--- src/rtl/seven_seg_pkg.sv ---
// ============================================================================
// Module   : seven_seg_pkg
// Purpose  : Shared constants for the 7-segment display blocks.
// Revision : 1.0 - initial release
// ============================================================================
`default_nettype none

package seven_seg_pkg;

  localparam int SUB_SLOTS = 16;
  localparam int DEAD_SUB  = 0;

  localparam logic [6:0] SEG_OFF = 7'h7F;

  // Active-high gfedcba patterns, nibble 0 in the least significant 7 bits.
  localparam logic [16*7-1:0] SEG_TABLE = {
    7'h71, 7'h79, 7'h5E, 7'h39, 7'h7C, 7'h77, 7'h6F, 7'h7F,
    7'h07, 7'h7D, 7'h6D, 7'h66, 7'h4F, 7'h5B, 7'h06, 7'h3F
  };

endpackage

`default_nettype wire

--- src/rtl/seven_seg_hex_dec.sv ---
// ============================================================================
// Module   : seven_seg_hex_dec
// Purpose  : Combinational hex nibble to active-high gfedcba decoder.
// Revision : 1.0 - initial release
// ============================================================================
`default_nettype none

module seven_seg_hex_dec
  import seven_seg_pkg::*;
(
  input  logic [3:0] i_nib,
  output logic [6:0] o_seg
);

  assign o_seg = SEG_TABLE[i_nib*7 +: 7];

endmodule

`default_nettype wire

--- src/rtl/seven_seg_scan_drv.sv ---
// ============================================================================
// Module   : seven_seg_scan_drv
// Purpose  : N-digit multiplexed common-anode 7-segment driver with PWM
//            brightness, dead slot and frame-synchronous input latching.
//            Optional macro LEADING_ZERO_SUPPRESS_EN adds port lz_en.
// Revision : 1.0 - initial release
// ============================================================================
`default_nettype none

module seven_seg_scan_drv
  import seven_seg_pkg::*;
#(
  parameter int N_DIGITS = 8,
  parameter int SUB_CYC  = 390
) (
  input  logic                  clk,
  input  logic                  rstn,
  input  logic [4*N_DIGITS-1:0] digits,
  input  logic [N_DIGITS-1:0]   dp,
  input  logic [N_DIGITS-1:0]   blank,
  input  logic [3:0]            bright,
`ifdef LEADING_ZERO_SUPPRESS_EN
  input  logic                  lz_en,
`endif
  output logic [6:0]            seg_n,
  output logic                  dp_n,
  output logic [N_DIGITS-1:0]   an_n,
  output logic                  frame_tick
);

  localparam int c_pre_w = (SUB_CYC > 1) ? $clog2(SUB_CYC) : 1;
  localparam int c_dig_w = $clog2(N_DIGITS);
  localparam logic [c_pre_w-1:0] c_pre_last = c_pre_w'(SUB_CYC - 1);
  localparam logic [c_dig_w-1:0] c_dig_last = c_dig_w'(N_DIGITS - 1);
  localparam logic [3:0]         c_sub_last = 4'(SUB_SLOTS - 1);
  localparam logic [3:0]         c_sub_dead = 4'(DEAD_SUB);

  logic [c_pre_w-1:0]    r_pre;
  logic [3:0]            r_sub;
  logic [c_dig_w-1:0]    r_dig;
  logic [4*N_DIGITS-1:0] r_digits_s;
  logic [N_DIGITS-1:0]   r_dp_s;
  logic [N_DIGITS-1:0]   r_blank_s;
  logic [3:0]            r_bright_s;
  logic [N_DIGITS-1:0]   r_an_n;
  logic [6:0]            r_seg_n;
  logic                  r_dp_n;
  logic                  r_frame_tick;

  logic                  w_pre_wrap;
  logic                  w_sub_wrap;
  logic                  w_frame;
  logic [N_DIGITS-1:0]   w_blank_eff;
  logic [3:0]            w_nib;
  logic                  w_blank_cur;
  logic                  w_dp_cur;
  logic                  w_en;
  logic [6:0]            w_seg;
  logic [N_DIGITS-1:0]   w_an_next;

  assign w_pre_wrap = (r_pre == c_pre_last);
  assign w_sub_wrap = w_pre_wrap && (r_sub == c_sub_last);
  assign w_frame    = w_sub_wrap && (r_dig == c_dig_last);

  always_ff @(posedge clk or negedge rstn) begin
    if (!rstn) begin
      r_pre <= '0;
      r_sub <= '0;
      r_dig <= '0;
    end else begin
      r_pre <= w_pre_wrap ? '0 : r_pre + 1'b1;
      if (w_pre_wrap) r_sub <= r_sub + 1'b1;
      // Explicit compare so non-power-of-two digit counts wrap cleanly.
      if (w_sub_wrap) r_dig <= (r_dig == c_dig_last) ? '0 : r_dig + 1'b1;
    end
  end

  always_ff @(posedge clk or negedge rstn) begin
    if (!rstn) begin
      r_digits_s <= '0;
      r_dp_s     <= '0;
      r_blank_s  <= '1;
      r_bright_s <= '0;
    end else if (w_frame) begin
      r_digits_s <= digits;
      r_dp_s     <= dp;
      r_blank_s  <= blank;
      r_bright_s <= bright;
    end
  end

`ifdef LEADING_ZERO_SUPPRESS_EN
  logic [N_DIGITS-1:0] r_lz_mask;
  logic [N_DIGITS-1:0] w_lz_next;
  logic                w_zero_run;

  // Mask is built from the incoming inputs and latched with the shadows.
  always_comb begin
    w_lz_next  = '0;
    w_zero_run = 1'b1;
    for (int i = N_DIGITS - 1; i >= 1; i--) begin
      w_zero_run   = w_zero_run && (digits[4*i +: 4] == 4'h0);
      w_lz_next[i] = lz_en && w_zero_run;
    end
  end

  always_ff @(posedge clk or negedge rstn) begin
    if (!rstn)        r_lz_mask <= '0;
    else if (w_frame) r_lz_mask <= w_lz_next;
  end

  assign w_blank_eff = r_blank_s | r_lz_mask;
`else
  assign w_blank_eff = r_blank_s;
`endif

  always_comb begin
    w_nib       = 4'h0;
    w_blank_cur = 1'b1;
    w_dp_cur    = 1'b0;
    for (int i = 0; i < N_DIGITS; i++) begin
      if (r_dig == c_dig_w'(i)) begin
        w_nib       = r_digits_s[4*i +: 4];
        w_blank_cur = w_blank_eff[i];
        w_dp_cur    = r_dp_s[i];
      end
    end
  end

  assign w_en = !w_blank_cur && (r_sub != c_sub_dead) && (r_sub <= r_bright_s);

  seven_seg_hex_dec u_hex_dec (
    .i_nib (w_nib),
    .o_seg (w_seg)
  );

  always_comb begin
    w_an_next = '1;
    for (int i = 0; i < N_DIGITS; i++) begin
      if (r_dig == c_dig_w'(i)) w_an_next[i] = ~w_en;
    end
  end

  always_ff @(posedge clk or negedge rstn) begin
    if (!rstn) begin
      r_an_n       <= '1;
      r_seg_n      <= SEG_OFF;
      r_dp_n       <= 1'b1;
      r_frame_tick <= 1'b0;
    end else begin
      r_an_n       <= w_an_next;
      r_seg_n      <= w_en ? ~w_seg : SEG_OFF;
      r_dp_n       <= ~(w_dp_cur & w_en);
      r_frame_tick <= w_frame;
    end
  end

  assign an_n       = r_an_n;
  assign seg_n      = r_seg_n;
  assign dp_n       = r_dp_n;
  assign frame_tick = r_frame_tick;

endmodule

`default_nettype wire

--- config.mk ---
export PLATFORM = sky130hd
export DESIGN_NAME = seven_seg_scan_drv
export DESIGN_NICKNAME = d
export VERILOG_FILES = /design/src/rtl/seven_seg_pkg.sv /design/src/rtl/seven_seg_hex_dec.sv /design/src/rtl/seven_seg_scan_drv.sv
export SDC_FILE = /design/constraint.sdc
export NUM_CORES = 1
export LEC_CHECK = 0
export ABC_AREA = 1
export ABC_CLOCK_PERIOD_IN_PS = 2200
export BUFFER_PORTS_ARGS = -buffer_cell sky130_fd_sc_hd__buf_2
export CORE_MARGIN = 5
export CORE_UTILIZATION = 40
export CTS_BUF_LIST = sky130_fd_sc_hd__clkbuf_16
export DETAILED_ROUTE_END_ITERATION = 8
export PLACE_DENSITY_LB_ADDON = 0.1
export SYNTH_ARGS = -nofsm -noshare
export SYNTH_HDL_FRONTEND = slang
export SYNTH_HIERARCHICAL = 1
export SYNTH_SLANG_ARGS = --single-unit
--- constraint.sdc ---
create_clock -name clk -period 2.2 [get_ports clk]
set_input_delay 0.44 -clock clk [delete_from_list [all_inputs] [get_ports clk]]
set_output_delay 0.44 -clock clk [all_outputs]
set_load 0.05 [all_outputs]
## After elaboration in Yosys (flattened, before gate mapping)

Index checks and enable logic that the tools add are counted.

| operators by class | value |
|---|---|
| add/subtract/negate cells | 3 |
| multiply operators | 1 |
| magnitude comparators | 1 |
| equal/unequal tests | 9 |
| shift-type cells | 1 |
| muxes and demuxes | 35 |
| bitwise gates (word level) | 4 |
| reductions and logical operators | 7 |

Operators by type and width:

| kind | count |
|---|---|
| 112-bit by 8-bit variable part select with 7-bit output, first input constant | 1 |
| 4-bit two-way mux | 8 |
| 1-bit two-way mux | 24 |
| 3-bit == test, second input constant | 4 |
| 9-bit by 1-bit adder with 9-bit output, second input constant | 1 |
| 9-bit == test, second input constant | 1 |
| 9-bit two-way mux | 1 |
| 4-bit by 3-bit multiplier with 7-bit output, second input constant | 1 |
| 7-bit two-way mux | 1 |
| 7-bit inverter | 1 |
| 3-bit by 2-bit == test with 1-bit output, second input constant | 2 |
| 4-bit by 1-bit adder with 4-bit output, second input constant | 1 |
| 4-bit == test, second input constant | 1 |
| 4-bit <= comparator | 1 |
| 1-bit logical AND | 4 |
| 4-bit nonzero test | 1 |
| 3-bit by 1-bit adder with 3-bit output, second input constant | 1 |
| 3-bit by 1-bit == test with 1-bit output, second input constant | 1 |
| 3-bit logical NOT | 1 |
| 3-bit two-way mux | 1 |
| 1-bit inverter | 2 |
| 1-bit AND | 1 |
| 1-bit logical NOT | 1 |

| word-level totals | value |
|---|---|
| register bits | 85 |
| bits of input ports | 54 |
| output and inout bits | 17 |
| word-level logic and storage cells | 72 |

## Depth between registers and ports, before layout

| logic depth | value |
|---|---|
| depth after elaboration | 14 |
| gate-level depth with buffers | 20 |
| mapped depth without buffers | 20 |

## Cells and area by module

Netlist, hierarchy kept.

Modules (own cells, without submodules):

| module | instances | cells an instance | area each (µm²) | sequential area each (µm²) |
|---|---|---|---|---|
| seven_seg_scan_drv | 1 | 504 | 4111.4 | 2157.1 |
| seven_seg_hex_dec | 1 | 52 | 270.3 | 0.0 |

## Least setup slack after synthesis

Ideal clock, no wire load.

| path | value |
|---|---|
| path type | reg2reg |
| start | reg r_dig[0] |
| end | reg r_seg_n[3], in the netlist seg_n[3] |
| setup time | 0.060 ns |
| arrival | 2.154 ns |
| data required time | 2.140 ns |
| path slack | -0.014 ns |
| stages on the path, launching flop included | 19 |
| path buffers | 1 |
| period minus slack after synthesis | 2.214 ns |
| path through | dfrtp_1 > inv_1 > ha_1 > nand2_1 > buf_2 > or2_2 > nand3_1 > nand3_1 > nand2_1 > nand2_1 > nand2_1 > nand2_1 > inv_1 > ha_1 > nand2_1 > o21ai_0 > nand2_1 > nand2_1 > nand2_1 |

| on the way | value |
|---|---|
| longest elaborated chain between the ends | 13 |
| elaborated cells between the ends (all ways) | 31 |
| classes of those cells | mul: 1; eq/ne: 7; shift: 1; mux: 17; bitwise: 1; reduce/logical: 4 |

RTL lines:

| what | line | RTL |
|---|---|---|
| from (decl) | seven_seg_scan_drv.sv:40 | `logic [c_dig_w-1:0] r_dig;` |
| from (signal assigned) | seven_seg_scan_drv.sv:74 | `if (w_sub_wrap) r_dig <= (r_dig == c_dig_last) ? '0 : r_dig + 1'b1;` |
| 3-bit logical NOT | seven_seg_scan_drv.sv:122 | `if (r_dig == c_dig_w'(i)) begin` |
| 4-bit two-way mux (7 in a row) | seven_seg_scan_drv.sv:122 |  |
| 4-bit two-way mux * | seven_seg_scan_drv.sv:122 |  |
| via w_nib[1] | seven_seg_scan_drv.sv:54 | `logic [3:0] w_nib;` |
| 4-bit by 3-bit multiplier with 7-bit output * | seven_seg_hex_dec.sv:15 | `assign o_seg = SEG_TABLE[i_nib*7 +: 7];` |
| 112-bit by 8-bit variable part select with 7-bit output * | seven_seg_hex_dec.sv:15 |  |
| via w_seg[3] | seven_seg_scan_drv.sv:58 | `logic [6:0] w_seg;` |
| 7-bit inverter * | seven_seg_scan_drv.sv:152 | `r_seg_n <= w_en ? ~w_seg : SEG_OFF;` |
| 7-bit two-way mux * | seven_seg_scan_drv.sv:152 |  |
| to (signal assigned) | seven_seg_scan_drv.sv:152 |  |
| to (decl) | seven_seg_scan_drv.sv:46 | `logic [6:0] r_seg_n;` |

Mark *: on every way through the listed nets, which the timed path passes. The rest lies on a longest branch.
A chain may end at the register's enable or synchronous reset.

## Worst setup path after layout

Ends and elaborated chain as after synthesis.

==> results.md <==
- Status: finished, violations left
- Violated checks: negative setup slack
- Slew @ Worst Pin: 0.474 ns
- Area leader, netlist: dfrtp_1
- Slowest stage delay, CP: 0.41 ns
- TritonCTS Sinks: 85
- DIE AREA: 13100 sq um
- Synth Area per Inst: 7.88 sq um
- Slew Limit Fails: 0
- R2r worst-path depth: 19
- I/O Buffers: 70
- Largest net degree at the start of global routing: 86
- Setup-failing EPs final: 1
- Max IR drop VDD: 308 uV
- DRT iter0 DRCs: 150
- DR vias: 3655
- CP dominant cell by count: nand2_1
- Final Skew: 0.00898 ns
- Area grow syn2layout: 26.9%
- Routed Antenna Nets: 0
- Logic pwr share: 2.6%
- Worst Path Required: 2.47 ns
- Period utilisation layout: 101%
- Crit end category: register
- DR DRC count: 0
- Final WS setup: -0.0180 ns
- Top achievable clock speed: 0.451 GHz
- Final hold violations: 0
- Initial antenna violation count: 0
- RSZ-0062 raised after global routing: true
- Crit path arrival time: 2.48 ns
- Int Power: 2.46 mW
- Num CTS Buffers: 9
- Die W: 115 um
- Most frequent cell after synthesis: nand2_1
- Distinct cells, synth: 35
- Effective utilization at floorplan: 40.6%
- Critical Path Fanout Max: 3
- Final Net Count: 732
- Top cells by count, synth: nand2_1 (271), dfrtp_1 (61), inv_1 (43)
- Layout fillers: 1062
- Power per Cell Area: 556 nW/um^2
- Post-Syn Instances: 556
- Drt pass-1 iters: 4
- Drt total wl: 10100 um
- Multi-input logic area: 2070 sq um
- Seq/Total Area, Yosys: 49.2%
- Vert. Die Dim: 115 um
- Dominant synthesized flop cell: dfrtp_1
- Synth area leaders: dfrtp_1 (35%), nand2_1 (23%), dfstp_2 (14%)
- Via density: 4.56
- Number of global-route vias before repair: 3725
- Clock power share: 46.8%
- WS Path Type: register to register
- Synth top area share: 34.8%
- Async SR Flop Fraction: 100%
- Rel. slew slack: 68.4%
- Synth Net Count: 631
- Row Count: 38
- Clock H-tree levels: 3
- First-pass GRT wire length: 16700 um
- Max-Cap Viols: 0
- Number of diodes: 0
- Sw frac: 20.4%
- Num ports: 71
- Hold/Removal Path Class: primary input to async pin
- Tmin final: 2.22 ns
- Synth warn: 6
- Total GRT Usage: 15.9%
- Slowest-stage cell, CP: dfrtp_2
- Core ar.: 10800 sq um
- Post-synth EDFFs: 0
- Hold slack final: 0.0982 ns
- CTS tree: yes
- Layout cells sized above 1: 30.7%
- Switching pwr: 0.631 mW
- Register area: 2160 sq um
- CP Cell Sequence: inv_2 > ha_4 > inv_4 > nor3_4 > nand2_1 > nand3_1 > nand3_1 > nand3_1 > nand2_1 > nand2_1 > nand2_1 > nand2_2 > inv_4 > ha_4 > nand2_2 > o21ai_1 > nand2_1 > nand2_1 > nand2_1
- CTS root buffer: clkbuf_16
- Clock latency on the worst-skew pair: 0.34 ns
- Synthesized cell area: 4380 sq um
- Seq cells post-synth: 85
- Startpoint Class: register
- Remaining Overflow, GRT: 0
- Placer Congestion: 0.833
- Worst-path clk slew: 0.06 ns
- Post-DP HPWL: 7240 um
- Wire per inst: 12.5 um
- Finished Core Util: 51.5%
- Max Root-Sink Buffers: 2
- Sequential Power Share: 50.6%
- Lkg Pwr: 2.74 nW
area by class of cell:
| class | instances | share of cell area (%) |
|---|---|---|
| Clock buffer | 9 | 4.05 |
| Clock inverter | 7 | 0.990 |
| Inverter | 48 | 3.38 |
| Multi-Input combinational cell | 406 | 37.2 |
| Sequential cell | 85 | 38.8 |
| Tap cell | 140 | 3.15 |
| Timing Repair Buffer | 107 | 12.4 |
critical path: cells and delay by family (launching register included):
family	cells	cell delay [ns]
compound gates	1	0.11
fa+ha+maj	2	0.42
buf+inv	3	0.21
flops	1	0.41
simple gates	13	1.02
layout by cell type (no fill, tap or decap), types with 2 or more instances in the layout:
cell type    n
xor2_1       3
clkbuf_16    9
nor3_1       4
nor2_1      32
buf_6        2
dfrtp_1     59
nand2_1    261
nor2_4       2
nand2_4      2
ha_2         3
nand2_2     20
ha_1        11
inv_4        3
o21ai_1      2
clkinv_2     2
inv_2        8
buf_12       4
o21ai_0      9
dfrtp_2      2
buf_4       32
a21oi_1      3
nand3_2      2
inv_1       40
buf_2       69
nand3_1     27
dfstp_2     24
or2_2        5
ha_4         7
stage by stage:
stage          power (mW)  instance area (sq um)  setup TNS, ns  setup slack (ns)  cells
3_5_place_dp         1.68                   5070         -0.564            -0.133    781
2_1_floorplan        1.59                   4380              0            0.0126    556
3_3_place_gp         1.68                   5070         -0.191           -0.0670    781
6_report             3.09                   5560        -0.0180           -0.0180    802
4_1_cts              3.14                   5380              0           0.00262    797
5_1_grt              3.21                   5560          -1.13            -0.213    802
state kept, by name, summed over array words and instances, names as in the netlist:
name / flops
r_bright_s: 4
r_dig: 3
r_digits_s: 32
seg_n: 7
dp_n: 1
r_pre: 9
r_dp_s: 8
r_sub: 4
frame_tick: 1
an_n: 8
r_blank_s: 8
per-layer routing:
metal	routed length [um]	GRT usage [%]	share of wire, %
met1	4750	20.9	47
met2	4730	25.8	47
met3	370	2.59	3.7
met4	196	7.05	2.0
met5	0	0	0
kinds of logic (layout without fill, tap and decap cells):
logic type                 count (synthesis)  in the layout  share of synthesized area [%]
xor gates and xnor gates                   3              3                          0.600
AOI/OAI and AO/OA                         18             18                           2.46
adders and majority gates                 21             21                           6.00
buffers and inverters                     65            171                           7.08
and+or+nand+nor                          364            364                           34.6
DFF                                       85             85                           49.2
power groups by stage:
stage / clock (mW) / sequential, mW / combinational [mW]
global placement: 0 / 1.59 / 0.0842
finish: 1.45 / 1.57 / 0.0811
CTS: 1.49 / 1.57 / 0.0854
detailed placement: 0 / 1.59 / 0.0853
global route: 1.55 / 1.56 / 0.0955
floorplan: 0 / 1.59 / 0.00000593
final timing paths:
kind                         startpoint            end  slack [ns]
max                            r_dig[0]       seg_n[3]       -0.02
min reg2reg                r_blank_s[1]   r_blank_s[1]        0.47
min                                rstn       r_pre[2]         0.1
max reg2reg                    r_dig[0]       seg_n[3]       -0.02
min in group clk              bright[1]  r_bright_s[1]        0.29
max in group asynchronous          rstn   r_blank_s[6]        1.67
what timing repair did:
action                     CTS  global route
gates cloned                 0             0
resized for setup           10            37
setup buffers                0             5
hold buffers                 0             0
setup endpoints to repair    7             7
pin swaps                    0            18
Power figures use the tool's default switching activity.
